--- config.mk ---
export PLATFORM = sky130hd
export DESIGN_NAME = adc_trig_decim_flat
export DESIGN_NICKNAME = d
export VERILOG_FILES = /design/src/rtl/adc_trig_decim_pkg.sv /design/src/rtl/adc_trig_decim_if.sv /design/src/rtl/adc_trig_decim_boxcar_decim.sv /design/src/rtl/adc_trig_decim.sv /design/src/flat_wrapper.sv
export SDC_FILE = /design/constraint.sdc
export NUM_CORES = 1
export LEC_CHECK = 0
export ABC_AREA = 1
export ABC_CLOCK_PERIOD_IN_PS = 6000
export CORE_MARGIN = 2
export CORE_UTILIZATION = 32
export DETAILED_ROUTE_END_ITERATION = 16
export SKIP_CTS_REPAIR_TIMING = 1
export SYNTH_ARGS = -nofsm -noshare
export SYNTH_HDL_FRONTEND = slang
export SYNTH_SLANG_ARGS = --single-unit
--- constraint.sdc ---
create_clock -name sys_clk -period 6 [get_ports sys_clk]
set_input_delay 1.2 -clock sys_clk [delete_from_list [all_inputs] [get_ports sys_clk]]
set_output_delay 1.2 -clock sys_clk [all_outputs]
set_load 0.03 [all_outputs]
--- src/rtl/adc_trig_decim_pkg.sv ---
// Shared types and helpers for the ADC trigger/decimation stage:
// FSM states, trigger mode encodings and the output sample packing.
package adc_trig_decim_pkg;

  typedef enum logic [1:0] {
    ST_IDLE  = 2'd0,
    ST_ARMED = 2'd1,
    ST_RUN   = 2'd2
  } state_e;

  localparam logic [1:0] MODE_IMM  = 2'd0;
  localparam logic [1:0] MODE_RISE = 2'd1;
  localparam logic [1:0] MODE_FALL = 2'd2;
  localparam logic [1:0] MODE_RSVD = 2'd3;

  localparam int ADC_W = 12;

  function automatic logic [31:0] pack_sample(input logic [ADC_W-1:0] ch0,
                                              input logic [ADC_W-1:0] ch1);
    return {4'b0, ch0, 4'b0, ch1};
  endfunction

endpackage

--- src/rtl/adc_trig_decim_if.sv ---
// Output bundle of adc_trig_decim towards the memory controller.
// The block drives it through the master modport; consumers use slave.
interface adc_trig_decim_if;
  import adc_trig_decim_pkg::*;

  logic [31:0] sample_o;
  logic        sample_vld_o;
  logic        triggered_o;
  logic [1:0]  state_o;
  logic [15:0] sample_cnt_o;

  modport master (output sample_o, sample_vld_o, triggered_o, state_o, sample_cnt_o);
  modport slave  (input  sample_o, sample_vld_o, triggered_o, state_o, sample_cnt_o);
endinterface

--- src/rtl/adc_trig_decim_boxcar_decim.sv ---
// Boxcar averager over 2^k samples for one ADC channel; the averaged
// value and its one-cycle strobe are registered (pipeline stage 1).
module boxcar_decim
  import adc_trig_decim_pkg::*;
#(
  parameter int MAX_LOG2 = 8
) (
  input  logic             sys_clk,
  input  logic             sys_rst_n,
  input  logic             clr_i,
  input  logic             en_i,
  input  logic [3:0]       log2_i,
  input  logic [ADC_W-1:0] din_i,
  output logic [ADC_W-1:0] avg_o,
  output logic             stb_o
);
  localparam int ACC_W = ADC_W + MAX_LOG2;
  localparam int CNT_W = (MAX_LOG2 > 0) ? MAX_LOG2 : 1;

  logic [ACC_W-1:0] acc_q, acc_d, sum;
  logic [CNT_W-1:0] cnt_q, cnt_d, last_cnt;
  logic [ADC_W-1:0] avg_q, avg_d;
  logic             stb_q, stb_d;

  always_comb begin
    sum      = acc_q + ACC_W'(din_i);
    last_cnt = CNT_W'((32'd1 << log2_i) - 32'd1);
    acc_d    = acc_q;
    cnt_d    = cnt_q;
    avg_d    = avg_q;
    stb_d    = 1'b0;
    if (clr_i) begin
      acc_d = '0;
      cnt_d = '0;
    end else if (en_i) begin
      if (cnt_q == last_cnt) begin
        // The closing sample is folded in here rather than stored first.
        avg_d = ADC_W'(sum >> log2_i);
        stb_d = 1'b1;
        acc_d = '0;
        cnt_d = '0;
      end else begin
        acc_d = sum;
        cnt_d = cnt_q + CNT_W'(1);
      end
    end
  end

  always_ff @(posedge sys_clk or negedge sys_rst_n) begin
    if (!sys_rst_n) begin
      acc_q <= '0;
      cnt_q <= '0;
      avg_q <= '0;
      stb_q <= 1'b0;
    end else begin
      acc_q <= acc_d;
      cnt_q <= cnt_d;
      avg_q <= avg_d;
      stb_q <= stb_d;
    end
  end

  assign avg_o = avg_q;
  assign stb_o = stb_q;
endmodule

--- src/rtl/adc_trig_decim.sv ---
// Two-channel boxcar decimator with a hysteresis level trigger; the trigger
// FSM and output registers form pipeline stage 2.
module adc_trig_decim
  import adc_trig_decim_pkg::*;
#(
  parameter int MAX_LOG2 = 8
) (
  input  logic              sys_clk,
  input  logic              sys_rst_n,
  input  logic [ADC_W-1:0]  ad_data_ch0_i,
  input  logic [ADC_W-1:0]  ad_data_ch1_i,
  input  logic              arm_i,
  input  logic [3:0]        cfg_log2_i,
  input  logic [1:0]        cfg_mode_i,
  input  logic              cfg_trig_ch_i,
  input  logic [ADC_W-1:0]  cfg_level_i,
  input  logic [ADC_W-1:0]  cfg_hyst_i,
  adc_trig_decim_if.master  out_if
);
  logic             arm_q, trig_ch_q, trig_ch_d, flag_q, flag_d;
  logic [3:0]       log2_q, log2_d, log2_clamped;
  logic [1:0]       mode_q, mode_d;
  logic [ADC_W-1:0] level_q, level_d, hyst_q, hyst_d;
  state_e           state_q, state_d;
  logic [31:0]      sample_q, sample_d;
  logic             vld_q, vld_d, trig_q, trig_d;
  logic [15:0]      cnt_q, cnt_d;

  logic             arm_rise, decim_en, dec_stb, fire, flag_set, emit;
  logic [ADC_W-1:0] ch_din [2];
  logic [ADC_W-1:0] ch_avg [2];
  logic [1:0]       ch_stb;
  logic [ADC_W-1:0] trig_val, thr_lo, thr_hi;
  logic [ADC_W:0]   level_plus;

  assign arm_rise     = arm_i & ~arm_q;
  assign decim_en     = (state_q != ST_IDLE);
  assign dec_stb      = &ch_stb;
  assign log2_clamped = (32'(cfg_log2_i) > MAX_LOG2) ? 4'(MAX_LOG2) : cfg_log2_i;
  assign ch_din[0]    = ad_data_ch0_i;
  assign ch_din[1]    = ad_data_ch1_i;

  for (genvar gi = 0; gi < 2; gi++) begin : g_ch
    boxcar_decim #(.MAX_LOG2(MAX_LOG2)) u_decim (
      .sys_clk   (sys_clk),
      .sys_rst_n (sys_rst_n),
      .clr_i     (arm_rise),
      .en_i      (decim_en),
      .log2_i    (log2_q),
      .din_i     (ch_din[gi]),
      .avg_o     (ch_avg[gi]),
      .stb_o     (ch_stb[gi])
    );
  end

  // Hysteresis thresholds saturate at the ends of the 12-bit range.
  always_comb begin
    level_plus = {1'b0, level_q} + {1'b0, hyst_q};
    thr_lo     = (level_q > hyst_q) ? (level_q - hyst_q) : '0;
    thr_hi     = level_plus[ADC_W] ? '1 : level_plus[ADC_W-1:0];
    trig_val   = trig_ch_q ? ch_avg[1] : ch_avg[0];
    fire       = 1'b0;
    flag_set   = 1'b0;
    if (mode_q == MODE_RISE) begin
      fire     = flag_q && (trig_val >= level_q);
      flag_set = (trig_val <= thr_lo);
    end else if (mode_q == MODE_FALL) begin
      fire     = flag_q && (trig_val <= level_q);
      flag_set = (trig_val >= thr_hi);
    end
  end

  always_comb begin
    state_d   = state_q;
    flag_d    = flag_q;
    log2_d    = log2_q;
    mode_d    = mode_q;
    trig_ch_d = trig_ch_q;
    level_d   = level_q;
    hyst_d    = hyst_q;
    sample_d  = sample_q;
    cnt_d     = cnt_q;
    vld_d     = 1'b0;
    trig_d    = 1'b0;
    emit      = 1'b0;
    if (!arm_i) begin
      state_d = ST_IDLE;
    end else if (arm_rise) begin
      log2_d    = log2_clamped;
      mode_d    = cfg_mode_i;
      trig_ch_d = cfg_trig_ch_i;
      level_d   = cfg_level_i;
      hyst_d    = cfg_hyst_i;
      flag_d    = 1'b0;
      cnt_d     = '0;
      state_d   = (cfg_mode_i == MODE_RISE || cfg_mode_i == MODE_FALL) ? ST_ARMED : ST_RUN;
    end else if (dec_stb) begin
      case (state_q)
        ST_ARMED: begin
          if (fire) begin
            emit    = 1'b1;
            state_d = ST_RUN;
          end else if (flag_set) begin
            flag_d = 1'b1;
          end
        end
        ST_RUN:  emit = 1'b1;
        default: emit = 1'b0;
      endcase
    end
    // Nothing is emitted before the trigger, so a zero count marks the first output.
    if (emit) begin
      vld_d    = 1'b1;
      trig_d   = (cnt_q == '0);
      sample_d = pack_sample(ch_avg[0], ch_avg[1]);
      cnt_d    = (cnt_q == 16'hFFFF) ? cnt_q : cnt_q + 16'd1;
    end
  end

  always_ff @(posedge sys_clk or negedge sys_rst_n) begin
    if (!sys_rst_n) begin
      arm_q     <= 1'b0;
      state_q   <= ST_IDLE;
      flag_q    <= 1'b0;
      log2_q    <= '0;
      mode_q    <= MODE_IMM;
      trig_ch_q <= 1'b0;
      level_q   <= '0;
      hyst_q    <= '0;
      sample_q  <= '0;
      vld_q     <= 1'b0;
      trig_q    <= 1'b0;
      cnt_q     <= '0;
    end else begin
      arm_q     <= arm_i;
      state_q   <= state_d;
      flag_q    <= flag_d;
      log2_q    <= log2_d;
      mode_q    <= mode_d;
      trig_ch_q <= trig_ch_d;
      level_q   <= level_d;
      hyst_q    <= hyst_d;
      sample_q  <= sample_d;
      vld_q     <= vld_d;
      trig_q    <= trig_d;
      cnt_q     <= cnt_d;
    end
  end

  assign out_if.sample_o     = sample_q;
  assign out_if.sample_vld_o = vld_q;
  assign out_if.triggered_o  = trig_q;
  assign out_if.state_o      = state_q;
  assign out_if.sample_cnt_o = cnt_q;
endmodule

--- src/flat_wrapper.sv ---
// flat-port wrapper written by rule: the top's interface ports become plain ports
module adc_trig_decim_flat import adc_trig_decim_pkg::*;
#(
  parameter int MAX_LOG2 = 8
)
  (sys_clk, sys_rst_n, ad_data_ch0_i, ad_data_ch1_i, arm_i, cfg_log2_i, cfg_mode_i, cfg_trig_ch_i, cfg_level_i, cfg_hyst_i, out_if_sample_o, out_if_sample_vld_o, out_if_triggered_o, out_if_state_o, out_if_sample_cnt_o);
  adc_trig_decim_if out_if_i ();
  input  logic sys_clk;
  input  logic sys_rst_n;
  input  logic [ADC_W-1:0] ad_data_ch0_i;
  input  logic [ADC_W-1:0] ad_data_ch1_i;
  input  logic arm_i;
  input  logic [3:0] cfg_log2_i;
  input  logic [1:0] cfg_mode_i;
  input  logic cfg_trig_ch_i;
  input  logic [ADC_W-1:0] cfg_level_i;
  input  logic [ADC_W-1:0] cfg_hyst_i;
  output wire logic [$bits(out_if_i.sample_o)-1:0] out_if_sample_o;
  output wire logic [$bits(out_if_i.sample_vld_o)-1:0] out_if_sample_vld_o;
  output wire logic [$bits(out_if_i.triggered_o)-1:0] out_if_triggered_o;
  output wire logic [$bits(out_if_i.state_o)-1:0] out_if_state_o;
  output wire logic [$bits(out_if_i.sample_cnt_o)-1:0] out_if_sample_cnt_o;
  assign out_if_sample_o = out_if_i.sample_o;
  assign out_if_sample_vld_o = out_if_i.sample_vld_o;
  assign out_if_triggered_o = out_if_i.triggered_o;
  assign out_if_state_o = out_if_i.state_o;
  assign out_if_sample_cnt_o = out_if_i.sample_cnt_o;
  adc_trig_decim #(.MAX_LOG2(MAX_LOG2)) u_core (.sys_clk(sys_clk), .sys_rst_n(sys_rst_n), .ad_data_ch0_i(ad_data_ch0_i), .ad_data_ch1_i(ad_data_ch1_i), .arm_i(arm_i), .cfg_log2_i(cfg_log2_i), .cfg_mode_i(cfg_mode_i), .cfg_trig_ch_i(cfg_trig_ch_i), .cfg_level_i(cfg_level_i), .cfg_hyst_i(cfg_hyst_i), .out_if(out_if_i));
endmodule
# Word-level counts from Yosys, hierarchy flattened
# Index checks and enable logic that the tools add are counted.
[classes]
shifts = 3
n_bitwise = 3
n_mux = 48
n_eq_ne = 14
n_reduce_logical = 18
addsub = 8
n_lt_le_gt_ge = 6
[op_table]
columns = ["operator", "n"]
rows = [
  ["20-bit two-way mux", 6],
  ["16-bit two-way mux", 4],
  ["8-bit two-way mux", 6],
  ["20-bit by 12-bit adder with 20-bit output", 2],
  ["20-bit by 4-bit right shift with 12-bit output", 2],
  ["12-bit two-way mux", 3],
  ["12-bit >= comparator", 2],
  ["12-bit <= comparator", 2],
  ["1-bit two-way mux", 21],
  ["16-bit by 1-bit adder with 16-bit output, second input constant", 1],
  ["8-bit by 1-bit adder with 8-bit output, second input constant", 2],
  ["16-bit equality test, second input constant", 1],
  ["8-bit equality test", 2],
  ["16-bit zero test", 1],
  ["2-bit nonzero test", 7],
  ["12-bit by 12-bit adder with 13-bit output", 1],
  ["12-bit > comparator", 1],
  ["2-bit two-way mux", 6],
  ["3-bit AND reduction", 4],
  ["12-bit subtractor", 1],
  ["3-bit by 1-bit != test with 1-bit output, second input constant", 3],
  ["1-bit by 4-bit left shift with 8-bit output, first input constant", 1],
  ["8-bit by 1-bit subtractor with 8-bit output, second input constant", 1],
  ["2-bit by 1-bit equality test with 1-bit output, second input constant", 3],
  ["12 further kinds", 17],
]
[totals]
reg_bits = 159
out_inout_bits = 52

# Logic depth before layout (Yosys ltp)
[logic_depth]
ltp_word = 12
mapped_depth = 25
mapped_depth_nobuf = 24

# By module
# Synthesis repeated with hierarchy kept, for this count alone.
[unflattened]
cells_unflattened = 1936
area_unflattened_um2 = 13097.6
[by_module_without_submodules]
columns = ["module", "instances", "area_per_inst_um2", "cells_each"]
rows = [
  ["boxcar_decim", 2, 3702.3, 585],
  ["adc_trig_decim", 1, 5693.0, 766],
]

# Worst setup path before layout
# Ideal clock, no wire load.
[synth_timing]
path_type = "register to register"
startpoint = "register u_core.hyst_q[0]"
endpoint = "register u_core.flag_q"
synth_period_minus_slack_ns = 3.208
path_stages_with_launch = 22
t_required_ns = 5.880
slack_ns = 2.792
t_arrival_ns = 3.088
cell_sequence = "dfrtp_1 > ha_1 > fa_1 > o31ai_1 > a21oi_1 > inv_1 > nand2_1 > nand2_1 > nand2_1 > inv_1 > o21ai_0 > a21o_1 > ha_1 > nand4_1 > nor2_1 > a21oi_1 > o211ai_1 > o31ai_1 > nand2_1 > nand2_1 > a21oi_1 > nor2_1"
[synth_between]
elab_chain_cells = 7
word_cells_on_any_way = 11
[synth_rtl]
columns = ["item", "line", "text"]
rows = [
  ["start, declared", "adc_trig_decim.sv:23", "logic [ADC_W-1:0] level_q, level_d, hyst_q, hyst_d;"],
  ["start signal, assigned", "adc_trig_decim.sv:142", "hyst_q <= hyst_d;"],
  ["12-bit by 12-bit adder with 13-bit output", "adc_trig_decim.sv:58", "level_plus = {1'b0, level_q} + {1'b0, hyst_q};"],
  ["12-bit two-way mux", "adc_trig_decim.sv:60", "thr_hi = level_plus[ADC_W] ? '1 : level_plus[ADC_W-1:0];"],
  ["12-bit >= comparator", "adc_trig_decim.sv:69", "flag_set = (trig_val >= thr_hi);"],
  ["1-bit two-way mux", "adc_trig_decim.sv:67", "end else if (mode_q == MODE_FALL) begin"],
  ["1-bit two-way mux (*)", "adc_trig_decim.sv:64", "if (mode_q == MODE_RISE) begin"],
  ["2-bit nonzero test (no source line) (*)", "n/a", ""],
  ["5-bit AND reduction (no source line) (*)", "n/a", ""],
  ["end signal, assigned", "adc_trig_decim.sv:137", "flag_q <= flag_d;"],
  ["end, declared", "adc_trig_decim.sv:20", "logic arm_q, trig_ch_q, trig_ch_d, flag_q, flag_d;"],
]
# Mark *: on every way between the ends. The rest lies on a longest branch, timed or not.
# A chain may end at the register's enable or synchronous reset.

# Worst setup path after layout
[layout_timing]
startpoint = "register u_core.log2_q[1]"
endpoint = "register u_core.g_ch[0].u_decim.cnt_q[5]"
[layout_between]
elab_chain_cells = 6
[layout_rtl]
columns = ["item", "line", "text"]
rows = [
  ["start, declared", "adc_trig_decim.sv:21", "logic [3:0] log2_q, log2_d, log2_clamped;"],
  ["start signal, assigned", "adc_trig_decim.sv:138", "log2_q <= log2_d;"],
  ["1-bit by 4-bit left shift with 8-bit output", "adc_trig_decim_boxcar_decim.sv:27", "last_cnt = CNT_W'((32'd1 << log2_i) - 32'd1);"],
  ["8-bit by 1-bit subtractor with 8-bit output", "adc_trig_decim_boxcar_decim.sv:27", ""],
  ["8-bit equality test", "adc_trig_decim_boxcar_decim.sv:36", "if (cnt_q == last_cnt) begin"],
  ["8-bit two-way mux", "adc_trig_decim_boxcar_decim.sv:36", ""],
  ["8-bit two-way mux", "adc_trig_decim_boxcar_decim.sv:35", "end else if (en_i) begin"],
  ["8-bit two-way mux", "adc_trig_decim_boxcar_decim.sv:32", "if (clr_i) begin"],
  ["end signal, assigned", "adc_trig_decim_boxcar_decim.sv:57", "cnt_q <= cnt_d;"],
  ["end, declared", "adc_trig_decim_boxcar_decim.sv:21", "logic [CNT_W-1:0] cnt_q, cnt_d, last_cnt;"],
]
# Every way passes these cells. The select of a mux whose other input is x is not followed.

==> summary.txt <==
Floorplanning
  • Core Area: a little under 40000 sq um
  • I/O pin cnt: 110
  • Row cnt: 73
  • Initial Util: 32.2%
  • Die Span X: 204 um
  • Die area: roughly 41000 sq um
  • Die Y: around 200 um

Power and ir drop
  • Sequential power share: between 20% and 30%
  • Cell Pwr Density: 319 nW/um^2
  • Total internal power: approximately 2600 uW
  • Psw: 2140 uW
  • Leakage: approximately 0.0075 uW
  • Sw Share: 45.2%
  • Logic gate share of total power: roughly half
  • VDD IR-drop max: approximately 210 uV
  • Power share of the clock group: about 23%

Finish
  • Most frequent cells in the layout: nand2_1 (563), nand3_1 (257), inv_1 (242)
  • Design area: 14800 sq um
  • Fin nets: 2130
  • Area growth, synth to finish: 16.1%
  • Most common cell after layout, fill and taps aside: nand2_1
  • Fillers: around 4200
  • Proportion of layout cells with a drive suffix above 1: around 3.3%

STA
  • RSZ-0062 raised after global routing: false
  • Fin. max-slew vios: 0
  • Worst Skew: 0.0102 ns
  • F_max: ~250 MHz
  • Period utilization: 66.7%
  • Tmin final: 4.00 ns
  • Final Hold Fails: 0
  • # setup viols final: 0
  • Worst rel slew slack: between 20% and 30%
  • Min Hold Slack: 0.485 ns
  • Setup TNS: 0 ns
  • Final setup margin: approximately 2.0 ns
  • Slew @ Worst Pin: approximately 1.1 ns

Route
  • Post-route ant nets: 0
  • DR DRC count: 0
  • DR WL/cell: approximately 16 um
  • Drt first-iter violations: 850
  • Vias per cell: 4.98
  • DR vias: about 13000
  • Post-Route WL: between 30000 and 40000 um
  • First drt pass iteration count: 5

Yosys
  • Post-Synth Simple-Gate Area: between 30% and 40%
  • Synth area leaders: dfrtp_1 (31%), nand2_1 (17%), nand3_1 (10%)
  • Synth Instances: around 1900
  • EDFF count, synth: 0
  • Post-Syn Area: around 13000 sq um
  • Async S/R FF share, synth: between 90% and 100%
  • Post-synthesis adder-cell area fraction: 9.66%
  • Total of flip-flops plus latches after synthesis: about 160
  • Yosys warning count: 0
  • Sequential share of the synthesized area: between 30 and 40%
  • Compound-Gate Fraction of Synth Area: around an eighth
  • Top FF cell, synth: dfrtp_1
  • Largest area contributor in the netlist: dfrtp_1
  • Largest family of logic cells by synthesized area: simple AND/OR/NAND/NOR gates
  • Post-synthesis mux area share: 0%
  • Post-Synth XOR/XNOR Area: 2.68%
  • Syn Area/Cell: roughly 6.7 sq um
  • Synth top area share: between 30% and 40%
  • Unique masters post-synth: 49

Critical path
  • Critical path type: reg2reg
  • Worst R2R Start: u_core.log2_q[1]
  • CP required: 6.33 ns
  • Critical-path top delay cell: nand2_1
  • Critical-path cell list: buf_4, inv_2, buf_4, nand2_1, inv_1, nand2_1, ha_1, nand2_1, nand3_1, nand2_1, nand2_1, nand2_1, nor2_2, nand2_2, nand2_1, o32ai_1
  • Critical path startpoint category: register
  • Cell family with most CP delay: simple AND/OR/NAND/NOR gates
  • Crit-path max cell delay: approximately 0.68 ns
  • CP max FO: 40
  • Crit-path most repeated cell: nand2_1
  • Critical path endpoint category: register
  • CP Buf/Inv Count: 4
  • Worst path arrival time: 4.33 ns
  • CP Launch Point: u_core.log2_q[1]

Clock tree
  • H-tree Lvls: 4
  • CTS tree: built
  • Later-pin clock latency in the skew report: about 0.45 ns
  • TritonCTS Buffers: 17
  • Clock buffer depth: 2
  • CTS root buf: clkbuf_16
  • CTS clk-pin slew, worst paths: 0.06 ns
  • CTS sink count: approximately 160

Min path
  • HP Start: u_core.out_if.sample_o[21]
  • Type of the most critical hold path: reg2reg

GRT
  • Vias in the first global route: between 10000 and 15000
  • GRT Resource Usage Total: between 10% and 20%
  • Grt total ovfl: 0
  • Pin count of the biggest net entering global routing: 68
  • Initial antenna violation count: 1
  • First-pass GRT wire length: ~65000 um

Placed design
  • Place WS: between 1.5 and 2 ns
  • I/O Buffers: just over 100
  • Placed cell area: between 10000 and 15000 sq um
  • Placer Congestion: 0.959
  • Post-DP HPWL: around 31000 um

Run status
  • Run status: finished clean

Flow run
  • Max-cap check violation count: 0
-- registers in the layout, indices dropped and copies added, names as in the netlist, 2 cells and up --
register,cells
u_core.hyst_q,12
u_core.out_if.sample_o,24
u_core.mode_q,2
u_core.out_if.state_o,2
u_core.log2_q,4
u_core.g_ch.u_decim.stb_o,2
u_core.g_ch.u_decim.acc_q,40
u_core.level_q,12
u_core.g_ch.u_decim.avg_o,24
u_core.g_ch.u_decim.cnt_q,16
u_core.out_if.sample_cnt_o,16
-- per-stage QoR --
stage                     total power (uW)  util (%)  std cells
after floorplan                       3000         -       1911
after global placement                3590      36.0       2482
after detailed placement              3620      36.0       2482
after CTS                             4740      37.4       2514
after global routing                  5150      37.4       2515
final                                 4730      37.4       2515
-- logic make-up after synthesis --
kind of cell             count (synthesis)
other                                    1
buffers and inverters                  311
flip-flops                             159
XOR/XNOR                                39
adder cells (fa/ha/maj)                 96
AO/OA/AOI/OAI                          260
AND/OR/NAND/NOR                       1038
-- per-layer routing --
metal	vias to the layer above	part of all wire (%)	GRT usage, %
met1	5871	50	27.6
met5	-	0	0
li1	6368	-	-
met4	0	1.6	4.98
met2	257	45	31.3
met3	41	3.6	2.76
-- synthesized netlist by cell type, types with 9 or more instances --
cell and number:
nand2_1 563, nor2_1 124, clkbuf_1 32, nand3_1 257
o21ai_0 103, dfrtp_1 159, nand4_1 23, buf_1 10
o21ai_1 9, ha_1 92, xor2_1 31, nand3b_1 12
inv_1 242, buf_2 11, a21oi_1 73, nor3_1 32
o22ai_1 24
-- worst min-delay path: stages, from the launching register on --
cell and delay [ns]:
dfrtp_1 0.34, nand2_1 0.05, o21ai_0 0.06
-- cell type report --
type	instances	area (sq um)	share of cell area, %
Multi-Input combinational cell	1441	7570	51.2
Sequential cell	159	3980	26.9
Timing Repair Buffer	111	1090	7.35
Inverter	246	923	6.24
Tap cell	525	657	4.44
Clock buffer	19	453	3.06
Clock inverter	13	128	0.862
Antenna cell	1	2.50	0.0169
-- power by group through the flow --
stage,clock (uW),sequential (uW),combinational [uW]
2_1_floorplan,0,1300,1700
3_3_place_gp,0,1340,2250
3_5_place_dp,0,1340,2280
4_1_cts,1130,1320,2290
5_1_grt,1170,1340,2640
6_report,1100,1320,2310
-- final timing paths --
check / end / slack [ns] / cells past startpoint
worst max-delay path: u_core.g_ch[0].u_decim.cnt_q[5] / 2.00 / 16
max in group asynchronous: u_core.out_if.sample_cnt_o[6] / 3.98 / 2
worst min-delay path: u_core.out_if.sample_o[21] / 0.49 / 2
min in group asynchronous: u_core.out_if.sample_o[19] / 0.77 / 1
worst max register to register: u_core.g_ch[0].u_decim.cnt_q[5] / 2.00 / 16
worst min register to register: u_core.out_if.sample_o[21] / 0.49 / 2
No activity file was read; power rests on OpenSTA's default activity.
